==> config.mk <==
export PLATFORM = sky130hd
export DESIGN_NAME = dmem_arbiter
export DESIGN_NICKNAME = d
export VERILOG_FILES = /design/src/rtl/dmem_pkg.sv /design/src/rtl/rr_arb2.sv /design/src/rtl/dmem_arbiter.sv
export SDC_FILE = /design/constraint.sdc
export NUM_CORES = 1
export LEC_CHECK = 0
export ABC_AREA = 0
export CAP_MARGIN = 10
export CORE_AREA = 5 5 128 118
export DETAILED_ROUTE_END_ITERATION = 7
export DIE_AREA = 0 0 133 123
export MAX_ROUTING_LAYER = met4
export PLACE_DENSITY_LB_ADDON = 0.08
export SLEW_MARGIN = 40
export SYNTH_ARGS = -nofsm -noshare
export SYNTH_HDL_FRONTEND = slang
export SYNTH_HIERARCHICAL = 1
export SYNTH_SLANG_ARGS = --single-unit
==> constraint.sdc <==
create_clock -name clk -period 2.3 [get_ports clk]
set_input_delay 0.345 -clock clk [delete_from_list [all_inputs] [get_ports clk]]
set_output_delay 0.345 -clock clk [all_outputs]
set_load 0.005 [all_outputs]
==> src/rtl/dmem_pkg.sv <==
// Shared definitions for the data-memory arbiter: FSM state encoding,
// the legal data-memory word window and requester identifiers.
package dmem_pkg;

    // Legal data-memory word window (byte addresses 0x1000..0x1FFC)
    localparam int unsigned DMEM_WORD_LO = 1024;
    localparam int unsigned DMEM_WORD_HI = 2047;

    typedef enum logic [1:0] {
        ST_IDLE   = 2'd0,
        ST_ACCESS = 2'd1,
        ST_RESP   = 2'd2
    } state_t;

    localparam logic REQ_M0 = 1'b0;
    localparam logic REQ_M1 = 1'b1;

endpackage

==> src/rtl/rr_arb2.sv <==
// Combinational 2-way round-robin grant.
// Ports:
//   valid      - request valids, bit 0 = m0, bit 1 = m1
//   last_grant - id of the requester granted most recently
//   grant      - one-hot grant (all zero when nothing is valid)
module rr_arb2
    import dmem_pkg::*;
(
    input  logic [1:0] valid,
    input  logic       last_grant,
    output logic [1:0] grant
);

    // On a tie the requester that was not granted last wins
    always_comb begin
        grant = 2'b00;
        if (valid[0] && (!valid[1] || (last_grant == REQ_M1))) begin
            grant = 2'b01;
        end else if (valid[1]) begin
            grant = 2'b10;
        end
    end

endmodule

==> src/rtl/dmem_arbiter.sv <==
// Two-requester round-robin arbiter/sequencer in front of the data memory.
// One transaction every three cycles: IDLE (accept) -> ACCESS -> RESP.
// Ports:
//   clk, reset_n                  - clock, synchronous active-low reset
//   m{0,1}_req_{valid,ready,we,addr,wdata} - request handshake and payload
//   m{0,1}_rsp_{valid,rdata,err}  - one-cycle response pulse
//   mem_{wr_en,addr,din}          - memory write-enable, address, write data
//   mem_dout                      - memory read data, one cycle after address
module dmem_arbiter
    import dmem_pkg::*;
#(
    parameter int unsigned ADDR_WIDTH = 32,
    parameter int unsigned DATA_WIDTH = 32,
    parameter int unsigned WORD_LO    = DMEM_WORD_LO,
    parameter int unsigned WORD_HI    = DMEM_WORD_HI
) (
    input  logic                  clk,
    input  logic                  reset_n,

    input  logic                  m0_req_valid,
    output logic                  m0_req_ready,
    input  logic                  m0_req_we,
    input  logic [ADDR_WIDTH-1:0] m0_req_addr,
    input  logic [DATA_WIDTH-1:0] m0_req_wdata,
    output logic                  m0_rsp_valid,
    output logic [DATA_WIDTH-1:0] m0_rsp_rdata,
    output logic                  m0_rsp_err,

    input  logic                  m1_req_valid,
    output logic                  m1_req_ready,
    input  logic                  m1_req_we,
    input  logic [ADDR_WIDTH-1:0] m1_req_addr,
    input  logic [DATA_WIDTH-1:0] m1_req_wdata,
    output logic                  m1_rsp_valid,
    output logic [DATA_WIDTH-1:0] m1_rsp_rdata,
    output logic                  m1_rsp_err,

    output logic                  mem_wr_en,
    output logic [ADDR_WIDTH-1:0] mem_addr,
    output logic [DATA_WIDTH-1:0] mem_din,
    input  logic [DATA_WIDTH-1:0] mem_dout
);

    localparam int unsigned WORD_W = ADDR_WIDTH - 2;

    state_t                  state_q, state_d;
    logic                    last_grant_q;
    logic                    we_q;
    logic [ADDR_WIDTH-1:0]   addr_q;
    logic [DATA_WIDTH-1:0]   wdata_q;
    logic                    id_q;
    logic                    err_q;

    logic [1:0]              grant;
    logic                    accept;
    logic                    sel_id;
    logic                    sel_we;
    logic [ADDR_WIDTH-1:0]   sel_addr;
    logic [DATA_WIDTH-1:0]   sel_wdata;
    logic [WORD_W-1:0]       sel_word;
    logic                    sel_err;

    // Grant only in IDLE and never while reset is asserted
    rr_arb2 u_rr_arb2 (
        .valid      ({m1_req_valid, m0_req_valid} & {2{reset_n && (state_q == ST_IDLE)}}),
        .last_grant (last_grant_q),
        .grant      (grant)
    );

    assign accept    = |grant;
    assign sel_id    = grant[1] ? REQ_M1 : REQ_M0;
    assign sel_we    = grant[1] ? m1_req_we    : m0_req_we;
    assign sel_addr  = grant[1] ? m1_req_addr  : m0_req_addr;
    assign sel_wdata = grant[1] ? m1_req_wdata : m0_req_wdata;

    // Misaligned or outside the data-memory word window
    assign sel_word = sel_addr[ADDR_WIDTH-1:2];
    assign sel_err  = (sel_addr[1:0] != 2'b00)
                   || (sel_word < WORD_W'(WORD_LO))
                   || (sel_word > WORD_W'(WORD_HI));

    // State and captured-request registers
    always_ff @(posedge clk) begin
        if (!reset_n) begin
            state_q      <= ST_IDLE;
            last_grant_q <= REQ_M1;
            we_q         <= 1'b0;
            addr_q       <= '0;
            wdata_q      <= '0;
            id_q         <= REQ_M0;
            err_q        <= 1'b0;
        end else begin
            state_q <= state_d;
            if (accept) begin
                last_grant_q <= sel_id;
                we_q         <= sel_we;
                addr_q       <= sel_addr;
                wdata_q      <= sel_wdata;
                id_q         <= sel_id;
                err_q        <= sel_err;
            end
        end
    end

    // Next state and outputs
    always_comb begin
        state_d      = state_q;
        m0_req_ready = 1'b0;
        m1_req_ready = 1'b0;
        m0_rsp_valid = 1'b0;
        m0_rsp_rdata = '0;
        m0_rsp_err   = 1'b0;
        m1_rsp_valid = 1'b0;
        m1_rsp_rdata = '0;
        m1_rsp_err   = 1'b0;
        mem_wr_en    = 1'b0;
        mem_addr     = '0;
        mem_din      = '0;

        case (state_q)
            ST_IDLE: begin
                m0_req_ready = grant[0];
                m1_req_ready = grant[1];
                if (accept) state_d = ST_ACCESS;
            end
            ST_ACCESS: begin
                // reset_n gate: a reset landing here must not write
                mem_wr_en = we_q && !err_q && reset_n;
                mem_addr  = err_q ? '0 : addr_q;
                mem_din   = wdata_q;
                state_d   = ST_RESP;
            end
            ST_RESP: begin
                if (id_q == REQ_M1) begin
                    m1_rsp_valid = 1'b1;
                    m1_rsp_rdata = (!we_q && !err_q) ? mem_dout : '0;
                    m1_rsp_err   = err_q;
                end else begin
                    m0_rsp_valid = 1'b1;
                    m0_rsp_rdata = (!we_q && !err_q) ? mem_dout : '0;
                    m0_rsp_err   = err_q;
                end
                state_d = ST_IDLE;
            end
            default: state_d = ST_IDLE;
        endcase
    end

endmodule

# Word-level counts from Yosys, hierarchy flattened
# Cells that the tools add are included.
[word_totals]
out_inout_bits = 135
n_memories = 0
word_cells = 54
in_bits = 166
rom_bits = 0
register_bits = 70
latch_bits = 0
ramBits = 0
[op_classes]
shift = 0
n_bitwise = 1
mux = 27
eq_ne = 3
n_reduce_logical = 14
mul = 0
n_lt_le_gt_ge = 2
div_mod_pow = 0
add_sub_neg = 0
[ops]
columns = ["cell", "n"]
rows = [
  ["two-way mux 32 bit", 10],
  ["greater-than comparator 30 x 11 -> 1 bit (second input constant)", 1],
  ["< comparator 30 x 11 -> 1 bit (second input constant)", 1],
  ["two-way mux 1 bit", 13],
  ["two-way mux 2 bit", 3],
  ["logical AND 1 bit", 5],
  ["one-hot mux 2 bit (2 select lines)", 1],
  ["logical NOT 1 bit", 3],
  ["logical OR 1 bit", 3],
  ["bitwise AND 2 bit", 1],
  ["equality test 2 x 1 -> 1 bit (second input constant)", 1],
  ["equality test 2 bit (second input constant)", 1],
  ["logical NOT 2 bit", 1],
  ["inequality test 2 bit (second input constant)", 1],
  ["nonzero test 2 bit", 1],
  ["OR reduction 2 bit", 1],
]

# Longest topological paths before layout
[depth]
depth_word = 11
mapped_depth = 9
mapped_depth_nobuf = 7

# By module
# Netlist, hierarchy kept.
[by_module_without_submodules]
columns = ["module", "seq_area_each_um2", "instances", "area_per_inst_um2", "cells_per_inst"]
rows = [
  ["dmem_arbiter", 1401.3, 1, 4230.3, 485],
  ["rr_arb2", 0.0, 1, 18.8, 3],
]

# Worst setup path before layout
# OpenSTA, ideal clock, no wires.
[synth_path]
path_kind = "in2out"
from = "in reset_n"
to = "out m1_req_ready"
t_required_ps = 1955
stages = 8
t_arrival_ps = 2128
n_path_buf = 4
path_slack_ps = -173
cell_sequence = "clkbuf_1 clkbuf_1 and3_1 a21boi_0 inv_1 buf_2 buf_1 nor3_1"
[synth_between]
elab_chain_len = 7
elab_cells_between_ends = 8
classes_between = "mux (3); bitwise (1); reduce/logical (4)"
[synth_lines]
columns = ["item", "line", "source"]
rows = [
  ["start, declared", "dmem_arbiter.sv:18", "input logic reset_n,"],
  ["logical AND 1 bit *", "dmem_arbiter.sv:65", ".valid ({m1_req_valid, m0_req_valid} & {2{reset_n && (state_q == ST_IDLE)}}),"],
  ["bitwise AND 2 bit *", "dmem_arbiter.sv:65", ""],
  ["logical NOT 1 bit", "rr_arb2.sv:17", "if (valid[0] && (!valid[1] || (last_grant == REQ_M1))) begin"],
  ["logical OR 1 bit", "rr_arb2.sv:17", ""],
  ["logical AND 1 bit", "rr_arb2.sv:17", ""],
  ["two-way mux 2 bit *", "rr_arb2.sv:17", ""],
  ["named net grant[1]", "dmem_arbiter.sv:54", "logic [1:0] grant;"],
  ["two-way mux 1 bit *", "dmem_arbiter.sv:120", "case (state_q)"],
  ["end, declared", "dmem_arbiter.sv:30", "output logic m1_req_ready,"],
]
# The timed path passes the listed nets; every way through them passes the cells marked *.

# Worst setup path after layout
[layout_path]
from = "reg state_q[0]"
to = "out mem_addr[0]"
[layout_between]
elab_chain_len = 2
[layout_lines]
columns = ["item", "line", "source"]
rows = [
  ["start, declared", "dmem_arbiter.sv:46", "state_t state_q, state_d;"],
  ["start signal, assigned", "dmem_arbiter.sv:93", "state_q <= state_d;"],
  ["equality test 2 x 1 -> 1 bit", "dmem_arbiter.sv:120", ""],
  ["two-way mux 32 bit", "dmem_arbiter.sv:120", ""],
  ["end, declared", "dmem_arbiter.sv:39", "output logic [ADDR_WIDTH-1:0] mem_addr,"],
]
# No other way between the ends.

==> results.cfg <==
[clock_network]
numCtsBuffers = 9
ctsHoldBuffers = 0
clock_path_buffers = 2
cts_root_buf = clkbuf_16
cts_tree = done
cts_max_level = 3
clock_sinks = 70
clock_latency_ns = 0.34
clkTransAtPathRegs_ns = 0.05

[power_and_ir_drop]
irDropWorstVdd_mv = 0.343
power_density_mw_per_mm2 = 471
p_total_mw = 3.76
leakage_nw = 4.43

[die]
dieArea_mm2 = 0.0164
fp.dieH_um = 123
design.core.area_mm2 = 0.0137
fp-row-count = 41
initial_core_util_pct = 31.0
die_w_um = 133
num_io_pins = 301

[sta]
fin_setup_tns_ns = 0
finalSetupViolCount = 0
clock-skew-final_ns = 0.0126
hold_viol_final = 0
worstMarginPinSlew_ns = 0.786
timing.final.ws_setup_ns = 0.0472
relSlewSlack_pct = 47.6
fmax_ghz = 0.444
period_needed_ns = 2.25
slew_violations = 0
fin_crit_sh_pct = 97.9

[grt]
gr-total-overflow = 0
grt_pass1_wl_um = 25600
grt_max_degree = 71
track_usage_pct = 20.4
antenna_found_initial = 1
grt_pass1_vias = 4602

[yosys]
synth_fp_nets = 654
synth-seq-area-share_pct = 33.0
yosysWarningCount = 6
syn_area_per_cell_um2 = 8.71
netlist-cell-type-count = 33
netlist_area_mm2 = 0.00425
synth_seq_cells = 70
synthCells = 488

[worst_setup_path]
crit_required_ns = 1.96
criticalPathCategory = flip-flop to output port
cp_slowest_stage_delay_ns = 0.33
crit_path_max_fanout = 10
critPathTopFamily = buffers and inverters
r2r-start = state_q[1]
cp-end-kind = output port
crit_start = state_q[0]
cp.arrival_ns = 1.91
worstSetupStartpointType = flip-flop
path_cells = buf_6 > and2b_1 > and2b_2 > buf_12 > buf_4 > and2_1 > dlygate4sd2_1
critPathSlowestCell = dfxtp_2
cp_num_buf_inv = 4

[final_layout]
syn_to_final_growth_pct = 87.8
layout_common_cells = 237 x clkdlybuf4s50_1, 68 x dfxtp_1, 67 x and3_1, 67 x and2_1, 64 x mux2i_1
drive_above_1_share_pct = 6.91
final_common_cell = clkdlybuf4s50_1
fin_nets = 942

[drt]
wl_um = 17200
ant_nets = 0
wl_per_cell_um = 18.0
num_vias = 4696
drt_iter0_drc = 254
first_pass_iters = 4
vias_per_cell = 4.92
drc_errors = 0

[worst_hold_path]
worstHoldStart = id_q
hold_class = flip-flop to flip-flop

[placed_design]
dp_slack_ns = -0.0834
dp_hpwl_um = 12900
portBuffers = 300
routabilityCongestion = 0.810

[run_status]
outcome = finished clean

[flow_run]
cap_violations = 0
worst min-delay path: cells and delay by family (launching register included):
kind / cells / cell delay (ns)
AO/OA/AOI/OAI: 1 / 0.07
flip-flops: 1 / 0.33
AND/OR/NAND/NOR: 1 / 0.07
per-layer routing:
layer  track usage [%]  part of all wire [%]
met5                 -                     0
met4              8.05                   1.9
met3              5.57                   6.0
met2              32.5                    49
met1              24.8                    43
final cells by class:
type                            count  area, um2
Inverter                            3       12.5
Clock inverter                      2       15.0
Clock buffer                       14        274
Sequential cell                    70       1410
Tap cell                          172        215
Fill cell                        1196       5720
Timing Repair Buffer              327       3390
Antenna cell                        1       2.50
Multi-Input combinational cell    365       2670
cell families after synthesis:
kind of cell    count (synthesis)  share of synthesized area (%)
buf+inv                        53                           5.27
mux                            64                           15.1
flops                          70                           33.0
compound gates                 82                           17.4
simple gates                  219                           29.3
per-stage QoR:
step	util [%]	hold WS (ns)	instance area [um2]	std cells
after floorplan	-	0.464	4250	488
after global placement	54.7	0.489	7490	930
after detailed placement	54.7	0.507	7490	930
after CTS	56.8	0.534	7770	946
after global routing	58.3	0.562	7980	954
final	58.3	0.530	7980	954
what timing repair did:
action                                  CTS  global route
cloned                                    0             2
setup buffers                             0             5
gates resized for setup                  44            59
endpoints found under the setup margin   38            91
state kept, by name, summed over array words and instances (netlist names):
signal / cells
id_q: 1
addr_q: 32
we_q: 1
state_q: 2
err_q: 1
wdata_q: 32
last_grant_q: 1
cell usage after synthesis:
| cell | instances | share of area [%] |
|---|---|---|
| o31a_1 | 1 | 0.21 |
| clkbuf_1 | 29 | 2.6 |
| o2bb2ai_1 | 1 | 0.21 |
| nor4_1 | 1 | 0.15 |
| buf_2 | 20 | 2.4 |
| nor3b_2 | 1 | 0.29 |
| a21boi_0 | 2 | 0.35 |
| and2_1 | 68 | 10 |
| nand2_1 | 60 | 5.3 |
| o32ai_1 | 1 | 0.21 |
| o31ai_1 | 1 | 0.18 |
| nor2_1 | 4 | 0.35 |
| or4bb_1 | 1 | 0.26 |
| o21a_1 | 1 | 0.18 |
| and3b_1 | 1 | 0.21 |
| o211ai_1 | 2 | 0.35 |
| dfxtp_1 | 70 | 33 |
| a21boi_1 | 1 | 0.18 |
| o21ai_0 | 4 | 0.47 |
| and3_1 | 68 | 10 |
| inv_1 | 3 | 0.26 |
| a21oi_1 | 5 | 0.59 |
| or4_1 | 3 | 0.53 |
| or2b_1 | 1 | 0.18 |
| nand4_1 | 1 | 0.15 |
| o22ai_1 | 4 | 0.59 |
| nor3_1 | 2 | 0.24 |
| nand2b_1 | 2 | 0.29 |
| buf_1 | 1 | 0.088 |
| or4b_1 | 4 | 0.94 |
| mux2i_1 | 64 | 15 |
| o211a_1 | 59 | 14 |
| and2b_1 | 2 | 0.35 |
power breakdown:
group / total, mW / switching [mW] / internal, mW / leakage, nW
Sequential: 1.40 / 0.0592 / 1.34 / 0.579
Combinational: 1.03 / 0.417 / 0.617 / 3.71
Clock: 1.33 / 0.509 / 0.819 / 0.135
Total: 3.76 / 0.985 / 2.77 / 4.43
worst paths after layout:
check / to / slack (ns) / cells past startpoint
min reg2reg: id_q / 0.53 / 2
min: id_q / 0.53 / 2
max reg2reg: err_q / 0.25 / 8
max: mem_addr[0] / 0.05 / 7
Power figures use the tool's default switching activity.
